===== src/rtl/instr_fetch_decode.sv =====
// instr_fetch_decode: loadable instruction memory feeding an R-type fetch/decode stage.
module instr_fetch_decode #(
  parameter int IMEM_DEPTH = 32,
  parameter int PC_W = 5
) (
  input  logic            clk,
  input  logic            rst,
  input  logic            load_en,
  input  logic [PC_W-1:0] load_addr,
  input  logic [31:0]     load_data,
  input  logic            start,
  input  logic            stall,
  output logic [4:0]      r1,
  output logic [4:0]      r2,
  output logic [4:0]      r3,
  output logic [5:0]      ctrl,
  output logic            valid,
  output logic            illegal,
  output logic            halted,
  output logic [PC_W-1:0] pc
);
  typedef enum logic [1:0] {IDLE, FETCH, HALT} state_t;
  state_t state;
  logic [31:0] mem [IMEM_DEPTH];
  logic [31:0] word;
  logic legal, done;
  assign word = mem[pc];
  assign legal = (word[31:26] == 6'd0) && (word[5:0] inside {6'h20, 6'h28, 6'h27, 6'h26, 6'h2f, 6'h2e});
  assign halted = (state == HALT);
  always_ff @(posedge clk)
    if (state == IDLE && load_en) mem[load_addr] <= load_data;
  // done marks that the last address has been decoded; HALT follows on the next fetch slot
  always_ff @(posedge clk or posedge rst) begin
    if (rst) begin
      state <= IDLE;
      pc <= '0;
      r1 <= '0;
      r2 <= '0;
      r3 <= '0;
      ctrl <= '0;
      valid <= 1'b0;
      illegal <= 1'b0;
      done <= 1'b0;
    end else begin
      illegal <= 1'b0;
      case (state)
        IDLE: if (start && !load_en) begin
          state <= FETCH;
          pc <= '0;
          done <= 1'b0;
        end
        FETCH: if (!stall) begin
          if (done || word == 32'd0) begin
            valid <= 1'b0;
            done <= 1'b0;
            state <= HALT;
          end else begin
            valid <= legal;
            illegal <= !legal;
            if (legal) begin
              r1 <= word[25:21];
              r2 <= word[20:16];
              r3 <= word[15:11];
              ctrl <= word[5:0];
            end
            if (&pc) done <= 1'b1;
            else pc <= pc + 1'b1;
          end
        end
        HALT: begin
          valid <= 1'b0;
          if (start) begin
            state <= FETCH;
            pc <= '0;
            done <= 1'b0;
          end
        end
        default: state <= IDLE;
      endcase
    end
  end
endmodule


===== config.mk =====
export PLATFORM = sky130hd
export DESIGN_NAME = instr_fetch_decode
export DESIGN_NICKNAME = d
export VERILOG_FILES = /design/src/rtl/instr_fetch_decode.sv
export SDC_FILE = /design/constraint.sdc
export NUM_CORES = 1
export LEC_CHECK = 0
export BUFFER_PORTS_ARGS = -buffer_cell sky130_fd_sc_hd__buf_2
export CELL_PAD_IN_SITES_DETAIL_PLACEMENT = 0
export CELL_PAD_IN_SITES_GLOBAL_PLACEMENT = 1
export CORE_UTILIZATION = 50
export CTS_BUF_LIST = sky130_fd_sc_hd__clkbuf_8
export CTS_CLUSTER_SIZE = 25
export DETAILED_ROUTE_END_ITERATION = 8
export HOLD_SLACK_MARGIN = 0.05
export PLACE_DENSITY = 0.74
export SLEW_MARGIN = 5
export SYNTH_ARGS = -nofsm -noshare
export SYNTH_HDL_FRONTEND = slang
export SYNTH_SLANG_ARGS = --single-unit

===== constraint.sdc =====
create_clock -name clk -period 3.2 [get_ports clk]
set_clock_uncertainty 0.1 [all_clocks]
set_input_delay 0.64 -clock clk [delete_from_list [all_inputs] [get_ports clk]]
set_output_delay 0.64 -clock clk [all_outputs]
set_load 0.005 [all_outputs]

==> results of run 1 <==
## kinds of logic after synthesis
family | count (synthesis) | share of synthesized area, %
compound gates | 204 | 3.534
buf+inv | 98 | 1.605
mux | 269 | 11.07
simple gates | 357 | 4.722
fa+ha+maj | 2 | 0.06270
flops | 1055 | 79.01
## registers in the layout, summed over array words and instances, names as in the netlist
| signal | cells |
|---|---|
| ctrl | 6 |
| valid | 1 |
| illegal | 1 |
| r1 | 5 |
| r3 | 5 |
| state | 2 |
| r2 | 5 |
| mem | 1024 |
| pc | 5 |
| done | 1 |
## power by group through the flow
stage	logic, mW	registers [mW]	clock network [mW]
2_1_floorplan	5.57	15.7	0
3_3_place_gp	9.44	15.9	0
3_5_place_dp	9.52	15.9	0
4_1_cts	10.3	15.6	10.2
5_1_grt	11.2	15.6	10.7
6_report	10.6	15.6	9.99
## through the flow
step,power [mW],utilization (%),TNS (ps)
floorplan,21.31,-,0
global placement,25.32,54.95,-16320
detailed placement,25.40,54.95,-16580
CTS,36.02,59.17,-5371
global route,37.50,59.50,-9344
finish,36.22,59.51,-7563
## cell usage after synthesis (all sizes together), types with 9 or more instances
master	count
o21ai	21
nand2	54
a22oi	47
nand4	9
or3	9
mux2i	112
mux4	133
o22ai	14
nor3	39
nand3	24
nor2	96
a221oi	10
nor2b	22
clkbuf	19
a21oi	45
nor4	49
a211oi	22
mux2	24
buf	71
edfxtp	1024
nand2b	11
dfrtp	31
## metal layers
| layer | up-vias | part of all wire, % |
|---|---|---|
| met5 | - | 0.026 |
| met4 | 4 | 3.4 |
| met3 | 203 | 9.2 |
| met2 | 1088 | 48 |
| met1 | 11210 | 40 |
| li1 | 8961 | - |
## final timing paths
path | to | slack (ps) | cells past startpoint
max in group asynchronous | pc[4] | 2250 | 4
worst min-delay path | state[0] | 150 | 3
worst max register to register | ctrl[0] | -390 | 13
min in group asynchronous | r1[4] | 360 | 4
worst min register to register | ctrl[5] | 390 | 1
worst max-delay path | ctrl[0] | -390 | 13
## area by class of cell
class                      instances  area [um^2]  area share (%)
timing repair buffer             308         3050           6.489
antenna                            3        7.507         0.01597
tap                             1050         1314           2.795
clock inverter                   112        589.3           1.254
clock buffer                     165         2271           4.831
sequential                      1055        31540           67.10
inverter                           8        33.78         0.07186
multi-input combinational        832         8199           17.44
## cells in the final DEF (no fill, tap or decap), drive strengths merged, types with 4 or more instances in the layout
| master | count |
|---|---|
| a2111oi | 5 |
| a211oi | 22 |
| a21oi | 45 |
| a221oi | 10 |
| a22o | 7 |
| a22oi | 47 |
| a31oi | 6 |
| and2 | 7 |
| and3 | 4 |
| buf | 302 |
| clkbuf | 168 |
| clkinv | 44 |
| dfrtp | 31 |
| edfxtp | 1024 |
| inv | 73 |
| mux2 | 24 |
| mux2i | 112 |
| mux4 | 133 |
| nand2 | 54 |
| nand2b | 11 |
| nand3 | 24 |
| nand3b | 4 |
| nand4 | 9 |
| nor2 | 96 |
| nor2b | 22 |
| nor3 | 39 |
| nor3b | 6 |
| nor4 | 49 |
| o21ai | 21 |
| o22ai | 14 |
| or3 | 9 |
| or4 | 8 |
## what timing repair did
item,4_1_cts,5_1_grt
endpoints found under the hold margin,32,0
hold buffers,2,0
buffers inserted,14,6
pin swaps,15,14
resized for setup,64,32
cloned,2,3
endpoints found under the setup margin,31,31
## tightest hold or removal path, delay by kind of cell
kind | cells | cell delay (ps)
buf+inv | 1 | 150
compound gates | 2 | 240
==> impl_metrics.json, run 1 <==
{
  "outcome": "finished, violations left",
  "violations": "negative setup slack",
  "antenna_left": 0,
  "p_leak_nw": 15.57,
  "path_clk_slew_ps": 60,
  "yosys_register_bits": 1055,
  "layout-drive-gt1-share_pct": 29.64,
  "drcViolationCount": 0,
  "antenna_found_initial": 6,
  "crit_type": "flip-flop to flip-flop",
  "worstSetupStartpoint": "pc[1]",
  "dp_hpwl_mm": 58.17,
  "fmax_mhz": 278.2,
  "combPwrFrac_pct": 29.4,
  "power_frac_clock_pct": 27.6,
  "crit_required_ps": 3800,
  "seqPwrFrac_pct": 43.0,
  "synth_cell_types": 76,
  "finalNetCount": 2411,
  "p_int_mw": 25.42,
  "arrival_ps": 4200,
  "drt_iter0_drc": 2411,
  "yosysSeqAreaShare_pct": 79.01,
  "grtUsageMet1_pct": 34.72,
  "power_density_nw_per_um2": 770.4,
  "area_delta_synth_final_pct": 17.81,
  "period_share_pct": 112.3,
  "die_h_um": 284.5,
  "critical-path-top-delay-family": "multiplexers",
  "overflow": 0,
  "worst_slew_pin_slew_ps": 814.0,
  "cts-root-buf": "clkbuf_8",
  "crit_buf_inv": 6,
  "rsz0062_at_grt": "true",
  "routed_wirelength_mm": 103.8,
  "numPlacedInstances": 3226,
  "design_area_um2": 47010,
  "pre_cts_ws_ps": -643.7,
  "viasPerCell": 6.077,
  "wl_per_cell_um": 29.39,
  "post_dp_cell_area_um2": 43410,
  "slowest_delay_ps": 490,
  "switching_share_pct": 29.80,
  "grt_pass1_wl_mm": 146.6,
  "drtPass1Iterations": 5,
  "crit_path_start_kind": "flip-flop",
  "gr-max-usage-layer": "met2",
  "worst_slack_ps": -394.4,
  "synthArstFlopShare_pct": 2.938,
  "start_util_pct": 50.51,
  "r2r_start": "pc[1]",
  "grt_max_degree": 36,
  "use_met3_pct": 6.565,
  "cap_violations": 0,
  "hold_viol": 0,
  "synth_top_area_share_pct": 77.06,
  "synth_edf_count": 1024,
  "synthFlopType": "edfxtp_1",
  "cts_buffer_depth": 3,
  "fillCellCount": 5666,
  "cp_slowest_cell": "dfrtp_4",
  "path_cells": "buf_4 -> buf_12 -> buf_12 -> mux4_2 -> nand2_1 -> a21oi_1 -> a211oi_2 -> buf_4 -> mux2_2 -> nand4_1 -> buf_6 -> clkbuf_16 -> mux2_2",
  "setup_viol": 31,
  "layout.cells.non_filler": 3533,
  "gp_congestion": 0.8252,
  "met2_usage_pct": 40.41,
  "synth_nets": 2029,
  "cts_buffers": 162,
  "yosys_warnings": 0,
  "h-tree-depth": 4,
  "worst-path-max-fanout": 8,
  "whs_ps": 148.8,
  "die_w_um": 284.5,
  "crit_path_end_kind": "flip-flop",
  "grt_pass1_vias": 21550,
  "core_um2": 79000,
  "min_from": "stall",
  "fp.dieArea_um2": 80940,
  "via_count": 21470,
  "power_switching_mw": 10.79,
  "io_pins": 71,
  "synth.cell_area_um2": 39900,
  "max-slew-margin-rel_pct": 45.74,
  "post-route-min-period_ps": 3594,
  "ir_drop_mv": 0.3321,
  "cts_sinks": 1055,
  "row_count": 103,
  "synth_top_cell_by_area": "edfxtp_1",
  "postSynthCellCount": 1985,
  "cts_tree": "yes",
  "hold_path.class": "input port to flip-flop",
  "port_buffers": 70,
  "synth_area_per_cell_um2": 20.10,
  "clk_latency_ps": 810,
  "drv_slew": 0,
  "synth.top_cells.by_area": "edfxtp_1 (77%), mux4_2 (7.1%), mux2i_1 (2.8%)",
  "track_usage_pct": 25.80
}
(Power assumes the default switching activity.)
==> run 2: changes to the inputs <==
- PLACE_DENSITY: 0.74 -> 0.71
- clock period: 3.2 -> 4 ns (I/O delays scaled with it)
==> run 2 against run 1 <==
Sequential power decreased by 19%. Final cell count decreased by 2.7%. Critical endpoint is now pc[2]. First-iteration DRC count decreased by 6.5%. Fmax decreased by 7.6%. Global-route usage increased by 0.078 points. Register-to-register slack improved by 500 ps. Critical path depth increased by 1. Largest power group unchanged. The run now ends clean. Highest routed layer unchanged. Worst hold slack improved by 25 ps.
==> impl_metrics.json, run 2 (synthesized netlist as in run 1, its figures left out) <==
{
  "hold_path.class": "input port to flip-flop",
  "viasPerCell": 6.086,
  "cts-root-buf": "clkbuf_8",
  "grt_pass1_vias": 20990,
  "finalNetCount": 2299,
  "outcome": "complete, no violations",
  "io_pins": 71,
  "via_count": 20930,
  "routed_wirelength_mm": 103.3,
  "overflow": 0,
  "path_cells": "buf_12 -> buf_12 -> inv_1 -> buf_4 -> a21oi_1 -> o211a_1 -> a211oi_1 -> buf_4 -> nor4bb_1 -> buf_4 -> and4_4 -> buf_4 -> or3_1 -> o211ai_1",
  "track_usage_pct": 25.88,
  "final_cell_mix": "edfxtp_1 (1,024), clkbuf_8 (170), mux4_2 (126)",
  "largest_register_ffs": 1024,
  "setup_viol": 0,
  "fin_tns_setup_ps": 0,
  "post_cts.repair.setup_buffers": 0,
  "regMostFlops": "mem",
  "max-slew-margin-rel_pct": 43.16,
  "dp_hpwl_mm": 58.04,
  "regArea_um2": 31540,
  "crit_path_end_kind": "flip-flop",
  "post-route-min-period_ps": 3891,
  "crit_required_ps": 4610,
  "fp.dieArea_um2": 80940,
  "drv_slew": 0,
  "antenna_left": 0,
  "reg_top3": "mem (1024), ctrl (6)",
  "grt_max_degree": 48,
  "p_leak_nw": 14.89,
  "worst-path-max-fanout": 29,
  "cp_slowest_cell": "inv_1",
  "wl_per_cell_um": 30.04,
  "total_power_mw": 27.61,
  "die_h_um": 284.5,
  "crit_path_start_kind": "flip-flop",
  "hold_viol": 0,
  "fmax_mhz": 257.0,
  "cts_hold_buf": 1,
  "drcViolationCount": 0,
  "arrival_ps": 4500,
  "h-tree-depth": 4,
  "cts_buffer_depth": 3,
  "start_util_pct": 50.51,
  "cts_tree": "yes",
  "slowest_delay_ps": 620,
  "antenna_found_initial": 7,
  "area_delta_synth_final_pct": 14.27,
  "multi_input_area_um2": 7976,
  "rsz0062_at_grt": "false",
  "layout-drive-gt1-share_pct": 25.21,
  "period_share_pct": 97.26,
  "power_density_nw_per_um2": 605.6,
  "core_um2": 79000,
  "ctsResizeCount": 0,
  "grt_pass1_wl_mm": 146.3,
  "fillCellCount": 5804,
  "finish.utilization_pct": 57.72,
  "die_w_um": 284.5,
  "clk_latency_ps": 820,
  "crit_type": "flip-flop to flip-flop",
  "cts_buffers": 164,
  "cts_sinks": 1055,
  "cap_violations": 0,
  "worst_slew_pin_slew_ps": 852.7,
  "drtPass1Iterations": 5,
  "cpMostUsedCell": "buf_4",
  "path_clk_slew_ps": 60,
  "drt_iter0_drc": 2255,
  "gp_congestion": 0.8131,
  "ir_drop_mv": 0.3467,
  "row_count": 103,
  "whs_ps": 173.9,
  "layout_commonest_cell": "edfxtp_1",
  "port_buffers": 70
}
[run 2: cell type report]
cell class,instances,share of cell area (%)
diodes,1,0.005488
clock buffers,170,5.131
inverters,8,0.06586
repair buffers,194,3.748
well taps,1050,2.881
multi-input cells,832,17.49
clock inverters,129,1.493
flip-flops and latches,1055,69.18
[run 2: metal layers]
metal	part of all wire (%)	up-vias	global-route usage [%]
li1	-	8754	-
met1	39	10880	35.31
met2	47	1102	40.59
met3	10	186	6.396
met4	3.0	6	9.583
met5	0.038	-	0
[run 2: where the power goes]
group | internal, mW | switching, mW | total (mW)
Clock | 4.17 | 4.11 | 8.28
Sequential | 12.3 | 0.274 | 12.6
Combinational | 2.90 | 3.87 | 6.77
Total | 19.4 | 8.25 | 27.6
[run 2: worst paths after layout]
check,from,slack [ps],end,cells after the start
min reg2reg,ctrl[5],360,ctrl[5],1
max,pc[0],110,pc[2],14
max reg2reg,pc[0],110,pc[2],14
min in group asynchronous,rst,560,r3[1],4
max in group asynchronous,rst,2820,pc[0],4
min,start,170,state[1],2
[run 2: stage by stage]
step | cell area (um^2) | std cells | worst slack, ps
final | 45600 | 3439 | 109.5
after CTS | 45590 | 3438 | 122.3
after detailed placement | 42560 | 3138 | 140.4
after global placement | 42560 | 3138 | 96.25
after floorplan | 39900 | 1985 | 762.7
after global routing | 45600 | 3439 | 32.28
[run 2: critical path: cells and delay by family, from the launching register on]
kind | cells | cell delay (ps)
buf+inv | 7 | 1780
compound gates | 4 | 820
simple gates | 3 | 570
flops | 1 | 500
